### config.mk
export PLATFORM = sky130hd
export DESIGN_NAME = seg_scan_ctrl
export DESIGN_NICKNAME = d
export VERILOG_FILES = /design/src/rtl/seg_scan_ctrl.sv
export SDC_FILE = /design/constraint.sdc
export NUM_CORES = 1
export LEC_CHECK = 0
export CORE_ASPECT_RATIO = 1.25
export CORE_MARGIN = 4
export CORE_UTILIZATION = 35
export DETAILED_ROUTE_END_ITERATION = 12
export PLACE_DENSITY_LB_ADDON = 0.3
export SLEW_MARGIN = 10
export SYNTH_ARGS = -nofsm -noshare
export SYNTH_HDL_FRONTEND = slang
export SYNTH_SLANG_ARGS = --single-unit
### constraint.sdc
create_clock -name clk -period 2.8 [get_ports clk]
set_clock_uncertainty 0.1 [all_clocks]
set_input_delay 0.28 -clock clk [delete_from_list [all_inputs] [get_ports clk]]
set_output_delay 0.28 -clock clk [all_outputs]
set_load 0.01 [all_outputs]
### src/rtl/seg_scan_ctrl.sv
// Time-multiplexed seven-segment scanner with slot prescaler, anode ghost guard,
// frame-synchronous double buffering, leading-zero blanking and whole-display blink.
module seg_scan_ctrl #(
   parameter int DIGITS       = 4,
   parameter int PRESCALE     = 50000,
   parameter int GUARD        = 2,
   parameter int BLINK_FRAMES = 64
) (
   input  logic                  clk,
   input  logic                  rst_n,
   input  logic [4*DIGITS-1:0]   value,
   input  logic [DIGITS-1:0]     dp_mask,
   input  logic                  load,
   input  logic                  lzb_en,
   input  logic                  blink_en,
   output logic [6:0]            seg,
   output logic                  dp,
   output logic [DIGITS-1:0]     an,
   output logic                  pending,
   output logic                  frame_tick
);

   localparam int SLOT_W = $clog2(PRESCALE);
   localparam int DIG_W  = $clog2(DIGITS);
   localparam int FRM_W  = (BLINK_FRAMES > 1) ? $clog2(BLINK_FRAMES) : 1;

   localparam logic [SLOT_W-1:0] SLOT_LAST  = SLOT_W'(PRESCALE - 1);
   localparam logic [SLOT_W-1:0] SLOT_GUARD = SLOT_W'(GUARD);
   localparam logic [DIG_W-1:0]  DIG_LAST   = DIG_W'(DIGITS - 1);
   localparam logic [FRM_W-1:0]  FRM_LAST   = FRM_W'(BLINK_FRAMES - 1);

   // Active-low abcdefg encoding of a hex nibble
   function automatic logic [6:0] seg7(input logic [3:0] nib);
      logic [6:0] s;
      case (nib)
         4'h0: s = 7'b0000001;
         4'h1: s = 7'b1001111;
         4'h2: s = 7'b0010010;
         4'h3: s = 7'b0000110;
         4'h4: s = 7'b1001100;
         4'h5: s = 7'b0100100;
         4'h6: s = 7'b0100000;
         4'h7: s = 7'b0001111;
         4'h8: s = 7'b0000000;
         4'h9: s = 7'b0000100;
         4'hA: s = 7'b0001000;
         4'hB: s = 7'b1100000;
         4'hC: s = 7'b0110001;
         4'hD: s = 7'b1000010;
         4'hE: s = 7'b0110000;
         default: s = 7'b0111000;
      endcase
      return s;
   endfunction

   logic [SLOT_W-1:0]   slot_q, slot_d;
   logic [DIG_W-1:0]    dig_q, dig_d;
   logic [FRM_W-1:0]    fcnt_q, fcnt_d;
   logic                phase_q, phase_d;
   logic [4*DIGITS-1:0] pend_val_q, pend_val_d;
   logic [DIGITS-1:0]   pend_dp_q, pend_dp_d;
   logic                pend_q, pend_d;
   logic [4*DIGITS-1:0] act_val_q, act_val_d;
   logic [DIGITS-1:0]   act_dp_q, act_dp_d;
   logic                lzb_q, lzb_d;
   logic [6:0]          seg_q, seg_d;
   logic                dp_q, dp_d;
   logic [DIGITS-1:0]   an_q, an_d;
   logic                tick_q, tick_d;

   logic                slot_wrap, dig_wrap, boundary;
   logic [3:0]          cur_nib;
   logic [DIGITS-1:0]   blank_vec;
   logic                zero_run;
   logic                in_guard;

   assign slot_wrap = (slot_q == SLOT_LAST);
   assign dig_wrap  = (dig_q == DIG_LAST);
   assign boundary  = slot_wrap && dig_wrap;
   assign cur_nib   = act_val_q[{dig_q, 2'b00} +: 4];
   assign in_guard  = (slot_q < SLOT_GUARD);

   // blank_vec[k] is set when nibble k and every nibble above it are zero
   always_comb begin
      zero_run  = 1'b1;
      blank_vec = '0;
      for (int k = DIGITS - 1; k >= 1; k--) begin
         zero_run     = zero_run & (act_val_q[4*k +: 4] == 4'h0);
         blank_vec[k] = zero_run;
      end
   end

   always_comb begin
      slot_d     = slot_wrap ? '0 : slot_q + 1'b1;
      dig_d      = dig_q;
      fcnt_d     = fcnt_q;
      phase_d    = phase_q;
      pend_val_d = pend_val_q;
      pend_dp_d  = pend_dp_q;
      pend_d     = pend_q;
      act_val_d  = act_val_q;
      act_dp_d   = act_dp_q;
      lzb_d      = lzb_q;

      if (slot_wrap) begin
         dig_d = dig_wrap ? '0 : dig_q + 1'b1;
      end

      if (boundary) begin
         if (fcnt_q == FRM_LAST) begin
            fcnt_d  = '0;
            phase_d = ~phase_q;
         end else begin
            fcnt_d = fcnt_q + 1'b1;
         end
      end

      // A load in the boundary cycle wins over the commit and defers it a frame
      if (load) begin
         pend_val_d = value;
         pend_dp_d  = dp_mask;
         pend_d     = 1'b1;
      end else if (boundary && pend_q) begin
         act_val_d = pend_val_q;
         act_dp_d  = pend_dp_q;
         lzb_d     = lzb_en;
         pend_d    = 1'b0;
      end

      seg_d  = (lzb_q && blank_vec[dig_q]) ? 7'b1111111 : seg7(cur_nib);
      dp_d   = ~act_dp_q[dig_q];
      an_d   = (in_guard || (blink_en && phase_q)) ? '1 : ~(DIGITS'(1) << dig_q);
      tick_d = boundary;
   end

   always_ff @(posedge clk or negedge rst_n) begin
      if (!rst_n) begin
         slot_q     <= '0;
         dig_q      <= '0;
         fcnt_q     <= '0;
         phase_q    <= 1'b0;
         pend_val_q <= '0;
         pend_dp_q  <= '0;
         pend_q     <= 1'b0;
         act_val_q  <= '0;
         act_dp_q   <= '0;
         lzb_q      <= 1'b0;
         seg_q      <= 7'b1111111;
         dp_q       <= 1'b1;
         an_q       <= '1;
         tick_q     <= 1'b0;
      end else begin
         slot_q     <= slot_d;
         dig_q      <= dig_d;
         fcnt_q     <= fcnt_d;
         phase_q    <= phase_d;
         pend_val_q <= pend_val_d;
         pend_dp_q  <= pend_dp_d;
         pend_q     <= pend_d;
         act_val_q  <= act_val_d;
         act_dp_q   <= act_dp_d;
         lzb_q      <= lzb_d;
         seg_q      <= seg_d;
         dp_q       <= dp_d;
         an_q       <= an_d;
         tick_q     <= tick_d;
      end
   end

   assign seg        = seg_q;
   assign dp         = dp_q;
   assign an         = an_q;
   assign pending    = pend_q;
   assign frame_tick = tick_q;

endmodule

==> impl_metrics.toml, run 1 <==
[grt]
antenna_found_initial = 0
grt_max_degree = 81
grt_util_met3_pct = 4.23
grt_most_used_layer = "met2"
use_met1_pct = 16.0
grt.overflow.total = 0
grt_use_met2_pct = 18.3
grt_pass1_wl_um = 11600
track_usage_pct = 12.1
grt_pass1_vias = 2339

[routing]
viasPerCell = 4.91
drtPass1Iterations = 4
num_vias = 2313
post_drt_wl_per_cell_um = 14.6
dr.first_iter.drc_count = 74
ant_nets = 0
routed_wl_um = 6880
drc_errors = 0

[timing]
setup_slack_ns = 0.415
period_share_pct = 85.2
whs_ns = -0.0148
tns_ns = 0
fmax_mhz = 419
hold_violations = 5
report.final.setup_viol = 0
maxSlewHeadroom_pct = 34.0
slew_violations = 0
rsz0062_at_grt = "false"
worst_pin_slew_ns = 0.990
fin_crit_ns = 2.39

[critical_path]
worstPathCellList = "or4_4, nor4_4, nand3b_2, buf_4, mux2_4"
cp-end-kind = "flip-flop"
critPathKind = "reg -> reg"
crit_required_ns = 2.91
critPathTopFamily = "simple AND/OR/NAND/NOR gates"
path_max_fanout = 21
start_kind = "flip-flop"
arrival_ns = 2.50
crit_buf_inv = 1
critPathMaxStageDelay_ns = 0.57
cp_slowest_cell = "or4_4"

[clock_tree]
clock_path_buffers = 2
ctsHoldBuffers = 0
clock-sinks = 80
clk_pin_slew_ns = 0.06
ctsResizeCount = 0
cts_setup_buffers = 0
cts_max_level = 3
worstSkewPairLatency_ns = 0.33
cts_tree = "yes"
clockRootBuffer = "clkbuf_16"
cts_buffers = 9

[placement]
place_area_um2 = 4240
routabilityCongestion = 0.874
pre_cts_ws_ns = 0.427
io_buffers = 38
dp_hpwl_um = 4690

[worst_hold_path]
hold_class = "in -> async"

[logic_synthesis]
ys_warn_count = 0
synth_top_area_share_pct = 45.9
synth_cell_type_count = 42
synthesis.area_um2 = 3710
netlist_top_cells_area = "dfrtp_1 (46%), dfstp_2 (8.5%), mux2_4 (8.1%)"
netlist_instances = 290
postSynth.asyncResetShare_pct = 100
synth_edf_count = 0
ys_seq_elements = 80
syn_avg_cell_area_um2 = 12.8
synth_fp_nets = 327
ys_dominant_reg_cell = "dfrtp_1"
synth_largest_area_cell = "dfrtp_1"
synth.yosys.seq_area_share_pct = 54.4

[power_and_ir_drop]
p_per_area_nw_per_um2 = 524
pwr-share-seq_pct = 50.8
p_clk_share_pct = 45.3
p_leak_uw = 0.00200
power.internal_uw = 1860
p_sw_share_pct = 21.3
pwr-share-comb_pct = 4.0
ir_worst_vdd_mv = 0.349
switchingPower_uw = 503

[layout]
syn2layout_area_growth_pct = 21.8
layout-drive-gt1-share_pct = 24.3
finalInstanceArea_um2 = 4520
n_antenna_cell = 0
nNetsFinal = 374

[floorplan]
die_height_um = 123
design.die.area_um2 = 12300
fp.dieW_um = 100
fp-row-count = 41
coreArea_um2 = 10200
io_pins = 39
start_util_pct = 36.3

[status]
status = "complete, but fails checks"
violations = "hold timing"

[job]
max_cap_viol_count = 0
-- path summary, 6_finish.rpt --
path / slack (ns) / end / cells after the start / start
max in group asynchronous: 1.95 / pend_val_q[12] / 1 / rst_n
min in group clk: 0.37 / fcnt_q[5] / 1 / fcnt_q[5]
setup / recovery: 0.41 / act_val_q[1] / 5 / slot_q[7]
hold / removal: -0.01 / frame_tick / 1 / rst_n
hold reg to reg: 0.37 / fcnt_q[5] / 1 / fcnt_q[5]
setup reg to reg: 0.41 / act_val_q[1] / 5 / slot_q[7]
-- stage by stage --
step | util [%] | instances | total power (µW)
finish | 44.3 | 471 | 2370
global route | 44.3 | 471 | 2470
CTS | 44.3 | 471 | 2410
detailed placement | 41.6 | 455 | 1320
global placement | 41.6 | 455 | 1320
floorplan | - | 290 | 1250
-- state kept, by name (all words and copies together), names as in the netlist --
signal      count
frame_tick      1
pend_dp_q       4
fcnt_q          6
phase_q         1
act_dp_q        4
dig_q           2
seg             7
slot_q         16
lzb_q           1
an              4
pending         1
act_val_q      16
pend_val_q     16
dp              1
-- area by class of cell --
class                   count  area [µm²]
fillers                   921        5690
flip-flops and latches     80        2020
multi-input cells         194        1620
repair buffers             43         415
clock buffers              11         243
well taps                 129         161
inverters                   9        33.8
clock inverters             5        32.5
-- cell families after synthesis --
logic type / synth area share, %
fa+ha+maj: 4.05
xor+xnor: 3.78
mux: 18.8
simple gates: 11.4
buf+inv: 2.06
flops: 54.4
compound gates: 5.60
-- cells in the final DEF (no fill, tap or decap), types with 4 or more instances in the layout --
cell type	n
mux2_4	20
xor2_1	4
clkdlybuf4s50_1	37
clkbuf_16	9
inv_1	9
mux2_2	23
xnor2_1	12
ha_1	12
dfstp_2	12
mux2i_1	7
buf_4	6
nor4_1	6
nand3_1	7
o21ai_0	11
dfrtp_1	68
nor2_1	14
a21oi_1	6
nand4_1	8
nand2_1	28
-- Yosys cell counts (2+ instances only) --
master,count
dfstp_2,12
nor2b_1,3
a21oi_1,6
a21o_1,2
dfrtp_1,68
nand4_1,8
mux2i_1,7
and3_1,2
xnor2_1,12
buf_6,2
nor3_1,3
clkbuf_1,2
mux2_2,23
nor2_1,14
o21ai_0,11
o311ai_0,3
nand3_1,7
o31ai_1,2
or3_1,3
ha_1,12
mux4_2,3
buf_1,2
nor4_1,6
nand2_1,28
a211oi_1,2
xor2_1,4
inv_1,9
mux2_4,20
-- power by group through the flow --
stage                     registers (µW)  clock network, µW  logic [µW]
after floorplan                     1220                  0        35.8
after global placement              1220                  0        94.8
after detailed placement            1220                  0        96.9
after CTS                           1200               1110        96.9
after global routing                1210               1160         105
final                               1200               1070        93.6
-- per-layer routing --
| layer | vias to the layer above | part of all wire, % |
|---|---|---|
| li1 | 1140 | - |
| met1 | 1094 | 47 |
| met2 | 70 | 46 |
| met3 | 9 | 6.0 |
| met4 | 0 | 1.5 |
| met5 | - | 0 |
(Power assumes the default switching activity.)
==> run 2, diff against run 1 <==
--- a/config.mk
+++ b/config.mk
@@ -6,8 +6,8 @@
 export NUM_CORES = 1
 export LEC_CHECK = 0
 export CORE_ASPECT_RATIO = 1.25
-export CORE_MARGIN = 4
-export CORE_UTILIZATION = 35
+export CORE_MARGIN = 5
+export CORE_UTILIZATION = 40
 export DETAILED_ROUTE_END_ITERATION = 12
 export PLACE_DENSITY_LB_ADDON = 0.3
 export SLEW_MARGIN = 10
==> impl_metrics.toml, run 2 (synthesis results as in run 1) <==
[grt]
antenna_found_initial = 0
grt_pass1_vias = 2427
track_usage_pct = 13.5
grt.overflow.total = 0
grt_max_degree = 81
grt_pass1_wl_um = 11800

[clock_tree]
ctsHoldBuffers = 0
cts_setup_buffers = 0
clockRootBuffer = "clkbuf_16"
cts_max_level = 3
clk_pin_slew_ns = 0.06
clock_path_buffers = 2
ctsResizeCount = 0
cts_buffers = 9
clock-sinks = 80
cts_tree = "yes"
worstSkewPairLatency_ns = 0.33

[critical_path]
path_max_fanout = 21
start_kind = "flip-flop"
worstPathCellList = "or4_4, nor4_4, nand3b_2, buf_4, mux2_4"
cp-startpoint = "slot_q[7]"
critPathMaxStageDelay_ns = 0.56
reg2reg_depth = 5
crit_required_ns = 2.92
crit_end = "act_val_q[6]"
reg2reg_from = "slot_q[7]"
critPathKind = "reg -> reg"
cp-end-kind = "flip-flop"
arrival_ns = 2.51
cp_slowest_cell = "or4_4"
ff2ff_setup_slack_ns = 0.41
worstReg2RegEnd = "act_val_q[6]"

[floorplan]
coreArea_um2 = 9130
die_height_um = 118
io_pins = 39
start_util_pct = 40.7
fp.dieW_um = 96.1
fp-row-count = 39
design.die.area_um2 = 11300

[layout]
reg_top3 = "act_val_q (16), pend_val_q (16), slot_q (16)"
nNetsFinal = 374
n_antenna_cell = 0
nFillCells = 797
fin_cells = 465
layout_commonest_cell = "dfrtp_1"
layout_common_cells = "dfrtp_1 (68), clkdlybuf4s50_1 (37), nand2_1 (28)"
layout-drive-gt1-share_pct = 24.3
syn2layout_area_growth_pct = 22.0

[timing]
tns_ns = 0
report.final.setup_viol = 0
hold_violations = 1
fmax_mhz = 418
worst_pin_slew_ns = 0.972
period_share_pct = 85.4
whs_ns = -0.000621
maxSlewHeadroom_pct = 35.2
fin_crit_ns = 2.39
rsz0062_at_grt = "false"
slew_violations = 0

[power_and_ir_drop]
p_leak_uw = 0.00201
ir_worst_vdd_mv = 0.298
power_uw = 2430
p_per_area_nw_per_um2 = 537

[placement]
io_buffers = 38
dp_hpwl_um = 4780
dp.cells = 449
routabilityCongestion = 0.841

[routing]
routed_wl_um = 6860
viasPerCell = 5.01
drc_errors = 0
dr.first_iter.drc_count = 104
drtPass1Iterations = 5
post_drt_wl_per_cell_um = 14.8
ant_nets = 0
num_vias = 2330

[job]
max_cap_viol_count = 0

[worst_hold_path]
hold_class = "in -> async"

[status]
violations = "hold timing"
status = "complete, but fails checks"
[run 2: cell type report]
cell class | count | area, µm² | area share [%]
inverters | 9 | 33.8 | 0.746
flip-flops and latches | 80 | 2020 | 44.6
repair buffers | 43 | 415 | 9.18
multi-input cells | 194 | 1620 | 35.7
clock buffers | 10 | 229 | 5.06
well taps | 123 | 154 | 3.40
clock inverters | 6 | 60.1 | 1.33
[run 2: metrics by stage]
| stage | setup WS, ns | utilization [%] | hold WS (ns) | area (µm²) |
|---|---|---|---|---|
| 3_3_place_gp | 0.459 | 46.4 | 0.357 | 4240 |
| 2_1_floorplan | 0.553 | - | -0.116 | 3710 |
| 5_1_grt | 0.296 | 49.6 | 0.0968 | 4530 |
| 3_5_place_dp | 0.399 | 46.4 | 0.357 | 4240 |
| 4_1_cts | 0.380 | 49.6 | 0.0475 | 4530 |
| 6_report | 0.408 | 49.6 | -0.000621 | 4530 |
[run 2: where the power goes]
part / switching [µW] / internal, µW / total [µW]
Clock: 448 / 685 / 1130
Sequential: 17.2 / 1190 / 1200
Combinational: 38.1 / 56.2 / 94.4
[run 2: worst max-delay path: cells and delay by family, from the launching register on]
| kind | cells | cell delay (ns) |
|---|---|---|
| buffers and inverters | 1 | 0.26 |
| multiplexers | 1 | 0.34 |
| AND/OR/NAND/NOR | 3 | 1.13 |
| flip-flops | 1 | 0.44 |
[run 2: worst min path at each step]
stage | to | cells past startpoint | from | slack [ns]
3_5_place_dp | fcnt_q[4] | 1 | fcnt_q[4] | 0.36
6_report | slot_q[0] | 1 | rst_n | -0.0006
2_1_floorplan | act_dp_q[0] | 0 | rst_n | -0.12
4_1_cts | slot_q[2] | 1 | rst_n | 0.05
5_1_grt | slot_q[0] | 1 | rst_n | 0.1
3_3_place_gp | fcnt_q[5] | 1 | fcnt_q[5] | 0.36
[run 2: per-layer routing]
layer	GRT usage [%]	wire length, µm
met1	18.0	3120
met2	19.9	3280
met3	3.71	306
met4	7.03	165
met5	0	0
==> run 3, diff against run 2 <==
--- a/config.mk
+++ b/config.mk
@@ -5,6 +5,7 @@
 export SDC_FILE = /design/constraint.sdc
 export NUM_CORES = 1
 export LEC_CHECK = 0
+export CAP_MARGIN = 20
 export CORE_ASPECT_RATIO = 1.25
 export CORE_MARGIN = 5
 export CORE_UTILIZATION = 40
==> impl_metrics.toml, run 3 (synthesis results as in run 1) <==
[status]
status = "finished, final reports clean"

[clock_tree]
clockRootBuffer = "clkbuf_16"
cts_max_level = 3
cts_buffers = 9
clk_pin_slew_ns = 0.06
clock_path_buffers = 2
cts_tree = "yes"
clock-sinks = 80
worstSkewPairLatency_ns = 0.33
ctsResizeCount = 0

[placement]
routabilityCongestion = 0.841
io_buffers = 38
place_area_um2 = 4240
dp_hpwl_um = 4780

[critical_path]
start_kind = "flip-flop"
critPathKind = "reg -> reg"
critPathMaxStageDelay_ns = 0.57
cp-end-kind = "flip-flop"
ff2ff_setup_slack_ns = 0.41
cp_slowest_cell = "or4_4"
crit_required_ns = 2.92
reg2reg_from = "slot_q[7]"
worstPathCellList = "or4_4, nor4_4, nand3b_2, buf_4, mux2_4"
reg2reg_depth = 5
worstReg2RegEnd = "act_val_q[11]"
path_max_fanout = 21
arrival_ns = 2.51

[layout]
n_antenna_cell = 0
layout-drive-gt1-share_pct = 24.4
reg_top3 = "act_val_q (16), pend_val_q (16), slot_q (16)"
finalInstanceArea_um2 = 4560
syn2layout_area_growth_pct = 23.0
final_util_pct = 50.0
layout_commonest_cell = "dfrtp_1"
seqCellArea_um2 = 2020
layout_common_cells = "dfrtp_1 (68), clkdlybuf4s50_1 (37), nand2_1 (28)"
nFillCells = 791
nNetsFinal = 376
multi_input_area_um2 = 1620

[power_and_ir_drop]
p_leak_uw = 0.00203
ir_worst_vdd_mv = 0.298
p_per_area_nw_per_um2 = 534

[timing]
period_share_pct = 85.5
hold_violations = 0
fmax_mhz = 418
worst_pin_slew_ns = 0.737
tns_ns = 0
maxSlewHeadroom_pct = 49.5
slew_violations = 0
rsz0062_at_grt = "false"
report.final.setup_viol = 0
fin_crit_ns = 2.39

[grt]
grt_max_degree = 81
grt_pass1_wl_um = 11800
track_usage_pct = 13.5
antenna_found_initial = 0
grt_pass1_vias = 2427
grt.overflow.total = 0

[floorplan]
fp.dieW_um = 96.1
io_pins = 39
start_util_pct = 40.7
die_height_um = 118
fp-row-count = 39
coreArea_um2 = 9130
design.die.area_um2 = 11300

[routing]
post_drt_wl_per_cell_um = 14.7
num_vias = 2357
dr.first_iter.drc_count = 97
ant_nets = 0
drc_errors = 0
drtPass1Iterations = 5
routed_wl_um = 6880
viasPerCell = 5.05

[job]
max_cap_viol_count = 0

[worst_hold_path]
hold_class = "in -> async"
## run 3: cell types whose count changed in the layout (fill, tap and decap cells not counted), sizes merged
cell,before,now
buf,6,7
dlygate4sd3,0,1
## run 3: worst max-delay path by stage
stage,from,end,slack [ns]
after CTS,slot_q[7],act_val_q[11],0.38
after floorplan,dig_q[0],seg[6],0.55
after detailed placement,slot_q[7],act_val_q[15],0.40
after global placement,slot_q[7],act_val_q[8],0.46
after global routing,slot_q[7],act_val_q[6],0.30
final,slot_q[7],act_val_q[11],0.41
## run 3: power breakdown
part           total (µW)  internal (µW)  switching, µW
clock                1130            685            448
combinational         100           61.3           39.2
sequential           1200           1190           17.1
total                2440           1930            504
## run 3: repair_timing
item,CTS,global route
hold endpoints to repair,0,11
setup buffers,0,0
hold buffers,0,1
## run 3: final cells by class
cell class	instances	share of cell area, %
sequential	80	44.2
multi-input combinational	194	35.4
timing repair buffer	45	9.93
clock buffer	10	5.02
tap	123	3.37
clock inverter	6	1.32
inverter	9	0.740
## run 3: stage by stage
stage | hold slack, ns | power [µW] | std cells | worst slack [ns]
after floorplan | -0.116 | 1250 | 290 | 0.553
after global placement | 0.357 | 1320 | 449 | 0.459
after detailed placement | 0.357 | 1320 | 449 | 0.399
after CTS | 0.0475 | 2470 | 465 | 0.380
after global routing | 0.305 | 2540 | 467 | 0.296
final | 0.284 | 2440 | 467 | 0.405
## run 3: critical path, delay by kind of cell, from the launching register on
family,cells,cell delay [ns]
AND/OR/NAND/NOR,3,1.14
flip-flops,1,0.44
multiplexers,1,0.34
buffers and inverters,1,0.26
## run 3: layer usage
layer | up-vias | part of all wire (%) | track usage [%]
met5 | - | 0 | 0
met4 | 0 | 2.4 | 7.03
met3 | 9 | 4.0 | 3.71
met2 | 49 | 48 | 19.9
met1 | 1157 | 45 | 18.0
li1 | 1142 | - | -
